==> src/rtl/montgomery_encode_if.sv <==
// Handshake bundle for montgomery_encode: operand request side and result side.
// MONT_ENC_ERR_EN adds the out_err result flag.
interface montgomery_encode_if #(
   parameter int DATA_WIDTH = 8
);
   logic                  in_valid;
   logic                  in_ready;
   logic [DATA_WIDTH-1:0] x;
   logic [DATA_WIDTH-1:0] modulant;
   logic [DATA_WIDTH-1:0] R_div_two;
   logic                  out_valid;
   logic                  out_ready;
   logic [DATA_WIDTH-1:0] out;
`ifdef MONT_ENC_ERR_EN
   logic                  out_err;
`endif

   modport master (
      output in_valid, x, modulant, R_div_two, out_ready,
      input  in_ready, out_valid, out
`ifdef MONT_ENC_ERR_EN
      , input out_err
`endif
   );

   modport slave (
      input  in_valid, x, modulant, R_div_two, out_ready,
      output in_ready, out_valid, out
`ifdef MONT_ENC_ERR_EN
      , output out_err
`endif
   );
endinterface

==> src/rtl/montgomery_encode.sv <==
// Montgomery-domain encoder: out = x*R mod n by repeated modular doubling, one per clock.
// MONT_ENC_ERR_EN enables input legality flagging on out_err (out forced to 0 on error).
//
// state  | meaning
// -------+-------------------------------------------------------------
// S_IDLE | in_ready=1, waiting for an operand
// S_RUN  | one modular doubling per cycle while cnt != 0
// S_DONE | out_valid=1, result held until out_ready
module montgomery_encode #(
   parameter int DATA_WIDTH = 8
) (
   input  logic                 clk,
   input  logic                 reset,
   montgomery_encode_if.slave   bus
);
   localparam int W = DATA_WIDTH;

   typedef enum logic [1:0] {S_IDLE, S_RUN, S_DONE} state_t;

   state_t         state_q, state_d;
   logic [W:0]     y_q, y_d;
   logic [W-1:0]   n_q, n_d;
   logic [W-1:0]   cnt_q, cnt_d;
   logic [W-1:0]   out_q, out_d;
`ifdef MONT_ENC_ERR_EN
   logic           err_q, err_d;
   logic           err_in;
`endif

   logic [W:0]     x_ext;
   logic [W:0]     m_ext;
   logic [W:0]     n_ext;
   logic [W:0]     y_load;
   logic [W:0]     y_dbl;
   logic [W:0]     y_dbl_red;

   // y stays below n after each step, so the shifted-out top bit is always zero
   assign x_ext     = {1'b0, bus.x};
   assign m_ext     = {1'b0, bus.modulant};
   assign n_ext     = {1'b0, n_q};
   assign y_load    = (x_ext >= m_ext) ? (x_ext - m_ext) : x_ext;
   assign y_dbl     = y_q << 1;
   assign y_dbl_red = (y_dbl >= n_ext) ? (y_dbl - n_ext) : y_dbl;

`ifdef MONT_ENC_ERR_EN
   assign err_in = (bus.modulant[0] == 1'b0) || (bus.modulant < W'(3)) ||
                   (bus.x >= bus.modulant);
`endif

   always_ff @(posedge clk) begin
      if (reset) begin
         state_q <= S_IDLE;
         y_q     <= '0;
         n_q     <= '0;
         cnt_q   <= '0;
         out_q   <= '0;
`ifdef MONT_ENC_ERR_EN
         err_q   <= 1'b0;
`endif
      end else begin
         state_q <= state_d;
         y_q     <= y_d;
         n_q     <= n_d;
         cnt_q   <= cnt_d;
         out_q   <= out_d;
`ifdef MONT_ENC_ERR_EN
         err_q   <= err_d;
`endif
      end
   end

   always_comb begin
      state_d = state_q;
      y_d     = y_q;
      n_d     = n_q;
      cnt_d   = cnt_q;
      out_d   = out_q;
`ifdef MONT_ENC_ERR_EN
      err_d   = err_q;
`endif
      case (state_q)
         S_IDLE: begin
            if (bus.in_valid) begin
               n_d     = bus.modulant;
               cnt_d   = bus.R_div_two;
               y_d     = y_load;
`ifdef MONT_ENC_ERR_EN
               err_d   = err_in;
`endif
               state_d = S_RUN;
            end
         end
         S_RUN: begin
            if (cnt_q != '0) begin
               y_d   = y_dbl_red;
               cnt_d = cnt_q >> 1;
            end else begin
`ifdef MONT_ENC_ERR_EN
               out_d = err_q ? '0 : y_q[W-1:0];
`else
               out_d = y_q[W-1:0];
`endif
               state_d = S_DONE;
            end
         end
         S_DONE: begin
            if (bus.out_ready) state_d = S_IDLE;
         end
         default: state_d = S_IDLE;
      endcase
   end

   assign bus.in_ready  = (state_q == S_IDLE);
   assign bus.out_valid = (state_q == S_DONE);
   assign bus.out       = out_q;
`ifdef MONT_ENC_ERR_EN
   assign bus.out_err   = err_q;
`endif

endmodule

==> src/flat_wrapper.sv <==
// flat-port wrapper written by rule: the top's interface ports become plain ports
module montgomery_encode_flat 
#(
   parameter int DATA_WIDTH = 8
)
  (clk, reset, bus_in_valid, bus_x, bus_modulant, bus_R_div_two, bus_out_ready, bus_in_ready, bus_out_valid, bus_out);
  montgomery_encode_if #(.DATA_WIDTH(DATA_WIDTH)) bus_i ();
  input  logic clk;
  input  logic reset;
  input wire logic [$bits(bus_i.in_valid)-1:0] bus_in_valid;
  input wire logic [$bits(bus_i.x)-1:0] bus_x;
  input wire logic [$bits(bus_i.modulant)-1:0] bus_modulant;
  input wire logic [$bits(bus_i.R_div_two)-1:0] bus_R_div_two;
  input wire logic [$bits(bus_i.out_ready)-1:0] bus_out_ready;
  output wire logic [$bits(bus_i.in_ready)-1:0] bus_in_ready;
  output wire logic [$bits(bus_i.out_valid)-1:0] bus_out_valid;
  output wire logic [$bits(bus_i.out)-1:0] bus_out;
  assign bus_i.in_valid = bus_in_valid;
  assign bus_i.x = bus_x;
  assign bus_i.modulant = bus_modulant;
  assign bus_i.R_div_two = bus_R_div_two;
  assign bus_i.out_ready = bus_out_ready;
  assign bus_in_ready = bus_i.in_ready;
  assign bus_out_valid = bus_i.out_valid;
  assign bus_out = bus_i.out;
  montgomery_encode #(.DATA_WIDTH(DATA_WIDTH)) u_core (.clk(clk), .reset(reset), .bus(bus_i));
endmodule
==> config.mk <==
export PLATFORM = sky130hd
export DESIGN_NAME = montgomery_encode_flat
export DESIGN_NICKNAME = d
export VERILOG_FILES = /design/src/rtl/montgomery_encode_if.sv /design/src/rtl/montgomery_encode.sv /design/src/flat_wrapper.sv
export SDC_FILE = /design/constraint.sdc
export NUM_CORES = 1
export LEC_CHECK = 0
export ABC_AREA = 1
export ABC_CLOCK_PERIOD_IN_PS = 1900
export CAP_MARGIN = 5
export CORE_MARGIN = 2
export CORE_UTILIZATION = 40
export CTS_CLUSTER_DIAMETER = 80
export DETAILED_ROUTE_END_ITERATION = 16
export GPL_ROUTABILITY_DRIVEN = 0
export PLACE_DENSITY_LB_ADDON = 0.15
export SYNTH_ARGS = -nofsm -noshare
export SYNTH_HDL_FRONTEND = slang
export SYNTH_SLANG_ARGS = --single-unit
==> constraint.sdc <==
create_clock -name clk -period 1.9 [get_ports clk]
set_input_delay 0.38 -clock clk [delete_from_list [all_inputs] [get_ports clk]]
set_output_delay 0.38 -clock clk [all_outputs]
set_load 0.02 [all_outputs]
## After elaboration in Yosys (flattened, before gate mapping)

Cells that the tools add are included.

- Output and inout port bits: 10
- Input bits: 28
- Register bits: 34
- Word-level logic and storage cells: 35

- Mux-type cells: 12
- Magnitude comparators: 2
- Bitwise logic cells: 1
- Reduce and logical (&&, ||, !) cells: 7
- Add/subtract/negate cells: 2
- Equality and inequality tests: 6

Operator list:

| kind | number |
|---|---|
| 2-to-1 mux 8 bit | 6 |
| one-hot mux 8 bit (2 select lines) | 2 |
| subtractor 8 bit | 2 |
| >= comparator 9 x 8 -> 1 bit | 1 |
| >= comparator 8 bit | 1 |
| nonzero test 8 bit | 1 |
| 2-to-1 mux 2 bit | 3 |
| inequality test 2 bit, second input constant | 3 |
| one-hot mux 2 bit (3 select lines) | 1 |
| AND reduction 3 bit | 2 |
| AND reduction 2 bit | 2 |
| == test 2 x 1 -> 1 bit, second input constant | 1 |
| == test 2 bit, second input constant | 1 |
| zero test 2 bit | 1 |
| inequality test 2 x 1 -> 1 bit, second input constant | 1 |
| nonzero test 2 bit | 1 |
| NOT 1 bit | 1 |

## Longest topological paths before layout

- Depth after elaboration: 4
- Gate-level depth with buffers: 14
- Depth with buffers taken out: 14

## Worst setup path before layout

OpenSTA, ideal clock, no wires.

- Kind: input to register
- From: in bus_x[0]
- To: reg u_core.y_q[0]
- Arrival: 1.702 ns
- Stages: 12
- Setup time: 0.115 ns
- Path buffers: 0
- Slack: 0.083 ns
- Cells stage by stage: inv_1 ha_1 inv_1 fa_1 nand3_1 nand3_2 nand2_4 nand2_4 o21ai_0 nor2_1 nor2_1 nor2_1

- Cells in the longest elaborated chain, start to end: 4
- Elaborated cells between the ends (all ways): 5

Ends and longest elaborated chain:

| element | RTL line | RTL |
|---|---|---|
| start: declaration | flat_wrapper.sv:11 | `input wire logic [$bits(bus_i.x)-1:0] bus_x;` |
| subtractor 8 bit / >= comparator 8 bit (equally long branches) | montgomery_encode.sv:41 | `assign y_load = (x_ext >= m_ext) ? (x_ext - m_ext) : x_ext;` |
| 2-to-1 mux 8 bit (*) | montgomery_encode.sv:41 |  |
| 2-to-1 mux 8 bit (*) | montgomery_encode.sv:83 | `if (bus.in_valid) begin` |
| one-hot mux 8 bit (2 select lines) (*) | montgomery_encode.sv:81 | `case (state_q)` |
| end signal: assignment | montgomery_encode.sv:62 | `y_q <= y_d;` |
| end: declaration | montgomery_encode.sv:21 | `logic [W:0] y_q, y_d;` |

Every way passes the cells marked *; elsewhere a longest branch is shown, timed or not. The select of a mux whose other input is x is not followed.
A chain may end at the register's enable or synchronous reset.

## Worst setup path in the final report

- From: in bus_modulant[7]
- To: reg u_core.y_q[7]

- Cells in the longest elaborated chain, start to end: 4
- Elaborated cells between the ends (all ways): 5

Ends and longest elaborated chain:

| element | RTL line | RTL |
|---|---|---|
| start: declaration | flat_wrapper.sv:12 | `input wire logic [$bits(bus_i.modulant)-1:0] bus_modulant;` |
| subtractor 8 bit / >= comparator 8 bit (equally long branches) | montgomery_encode.sv:41 |  |
| 2-to-1 mux 8 bit (*) | montgomery_encode.sv:41 |  |
| 2-to-1 mux 8 bit (*) | montgomery_encode.sv:83 |  |
| one-hot mux 8 bit (2 select lines) (*) | montgomery_encode.sv:81 |  |

Marked as above.

==> metrics.txt <==
Final period util 0.960; Starting Density 0.413; Mapped Cells 411; antenna violations before repair 0; P_int 0.00186 W; Skew-Pair Late Insertion Delay 0.29 ns; Most used DFF post-synth dfxtp_1; die area 0.00719 sq mm; PnR Total Power 0.00320 W; Crit Path Class input port to flip-flop; routed len/inst 12.4 um; Worst-path clk slew 0.07 ns; Synth top area share 0.261; die height 84.8 um; syn nets 457; Lkg Pwr 1.85 nW; number of global-route vias before repair 2478; Iteration-0 DRC Markers 115; WP data required 2.08 ns; distinct cell type count after synthesis 32; hold_sp bus_modulant[3]; delay of the slowest cell on the worst path 0.47 ns; Final min period 1.82 ns; Cell Pwr Density 863 mW/mm^2; global route overflow 0; nature of the critical path startpoint input port; Worst slew margin 0.834; share of cells above drive strength 1 0.255; Worst Reg-to-Reg Cells 11; H-tree levels 2; DP HPWL 5190 um; Worst Hold Class input port to flip-flop; most common library cells after synthesis nand2_1, inv_1, dfxtp_1; maxcap violations 0; most common cell in the synthesized netlist nand2_1; RR Startpoint u_core.n_q[5]; Async S/R FF share, synth 0; worst path cell trace clkdlybuf4s50_1 -> inv_1 -> ha_4 -> nand2_4 -> nor2_4 -> nand2_4 -> nand2_4 -> nand3_2 -> nand2_1 -> nand2_1 -> nor2_1 -> nor2_1; Routed WL 6960 um; die width 84.8 um; Crit path top cell by count nand2_4; hold slack 0.448 ns; Mapped Avg Cell Area 6.35 sq um; worst-path maximum fanout 8; status finished clean; Area Overhead vs Synth 42.0%; sequential element share of the synthesized area 0.261; CTS max path bufs 2; Fill cells 611; RSZ-0062 raised after global routing yes; synth top area cells dfxtp_1, nand2_1, inv_1; hold endpoint u_core.n_q[3]; Worst Tran Pin Value 0.249 ns; top cell type by total area after synthesis dfxtp_1; count of nets after finishing 527; Final setup viols 0; Final Hold Viols 0; first-pass GRT wire length 11100 um; antenna diode count 0; synthesis-stage register bit count 34; total of warnings raised by yosys 0; CP max stage cell clkdlybuf4s50_1; Combinational Power Share 0.548; Total Neg Setup Slack 0 ns; # clock sinks 34; Seq pwr share 0.278; worst r2r dst u_core.y_q[6]; crit path capture type flip-flop; Via density 4.83; Worst Path Arrival 2.00 ns; WHS Path Cells 3; number of I/O port buffers 37; I/O Pins 38; Max Clock Skew 0.00845 ns; CTS Root Buffer Type clkbuf_8; Clock power frac 0.174; Net Sw Frac 0.419; DR DRC count 0; Psw 0.00134 W; GR Util All Layers 0.188; FF-to-FF setup slack 0.13 ns; EDFF count, synth 0; core area 0.00631 sq mm; total number of vias 2701; post-route ant nets 0; pin count of the biggest net entering global routing 32; cts bufs inserted 5; Peak VDD IR 0.503 mV; post-synthesis cell area 0.00261 sq mm; drt first pass iters 4; FMAX 548 MHz; Slew Limit Fails 0; row count 29; CTS tree done
[flip-flops by register name (all words and copies together), names as in the netlist]
name / count
u_core.cnt_q: 8
u_core.bus.out: 8
u_core.y_q: 8
u_core.n_q: 8
u_core.state_q: 2
[critical path: cells and delay by family]
family / cells / cell delay, ns
and+or+nand+nor: 9 / 0.77
buffers and inverters: 2 / 0.54
adders and majority gates: 1 / 0.30
[final cells by class]
cell class | count | area, sq um | share of cell area
Inverter | 78 | 293 | 0.0790
Sequential cell | 34 | 682 | 0.184
Tap cell | 77 | 96.3 | 0.0260
Clock buffer | 6 | 82.6 | 0.0223
Multi-Input combinational cell | 289 | 1840 | 0.496
Timing Repair Buffer | 73 | 703 | 0.190
Clock inverter | 2 | 12.5 | 0.00338
[kinds of logic (layout without fill, tap and decap cells)]
| kind of cell | after synthesis | after routing | synth area share |
|---|---|---|---|
| AOI/OAI and AO/OA | 77 | 77 | 0.160 |
| xor gates and xnor gates | 6 | 6 | 0.0201 |
| adders and majority gates | 18 | 18 | 0.0920 |
| buffers and inverters | 88 | 159 | 0.133 |
| DFF | 34 | 34 | 0.261 |
| and+or+nand+nor | 188 | 188 | 0.334 |
[power by group through the flow]
stage / clock network (W) / logic, W / registers (W)
5_1_grt: 0.000599 / 0.00197 / 0.000900
3_3_place_gp: 0 / 0.00150 / 0.000889
4_1_cts: 0.000570 / 0.00155 / 0.000876
6_report: 0.000556 / 0.00175 / 0.000889
2_1_floorplan: 0 / 0.00109 / 0.000896
3_5_place_dp: 0 / 0.00152 / 0.000892
[repair_timing]
action / CTS / global route
buffers inserted: 0 / 8
gates resized for setup: 18 / 49
pin swaps: 8 / 24
hold buffers: 0 / 0
endpoints found under the setup margin: 8 / 9
gates cloned: 0 / 0
[worst max-delay path by stage]
| stage | start | slack, ns | to | depth (start not counted) |
|---|---|---|---|---|
| after floorplan | bus_x[0] | 0.08 | u_core.y_q[0] | 12 |
| after global placement | bus_modulant[0] | -0.43 | u_core.y_q[6] | 11 |
| after detailed placement | bus_modulant[0] | -0.50 | u_core.y_q[6] | 11 |
| after CTS | bus_modulant[6] | 0.0007 | u_core.y_q[0] | 11 |
| after global routing | bus_modulant[7] | -0.05 | u_core.y_q[7] | 12 |
| final | bus_modulant[7] | 0.08 | u_core.y_q[7] | 12 |
[stage by stage]
step	utilization	instance area, sq um	worst slack [ns]	cells
6_report	0.587	3710	0.0759	559
5_1_grt	0.587	3710	-0.0495	559
4_1_cts	0.541	3420	0.000651	551
3_5_place_dp	0.514	3240	-0.499	543
3_3_place_gp	0.514	3240	-0.426	543
2_1_floorplan	-	2610	0.0833	411
[layer usage]
metal	vias to the layer above	track usage	part of all wire
li1	1444	-	-
met1	1220	0.255	0.48
met2	30	0.314	0.48
met3	7	0.0236	0.021
met4	0	0.0548	0.014
met5	-	0	0
[cells in the final DEF, fill, tap and decap left out, drive strengths merged]
master         instances
dfxtp                 34
ha                    16
nand3                 34
a31oi                  2
dlygate4sd2            1
buf                   36
xnor2                  3
clkbuf                 6
inv                   78
nor2                  34
clkdlybuf4s15          1
nand3b                 4
o21bai                 1
fa                     2
nor3                   1
xor2                   3
nand2                108
dlymetal6s2s          11
clkdlybuf4s50         24
nand4                  5
or2                    2
a21oi                 35
clkinv                 1
o21ai                 39
clkinvlp               1
Note: power is estimated with default switching activity, not from simulation.
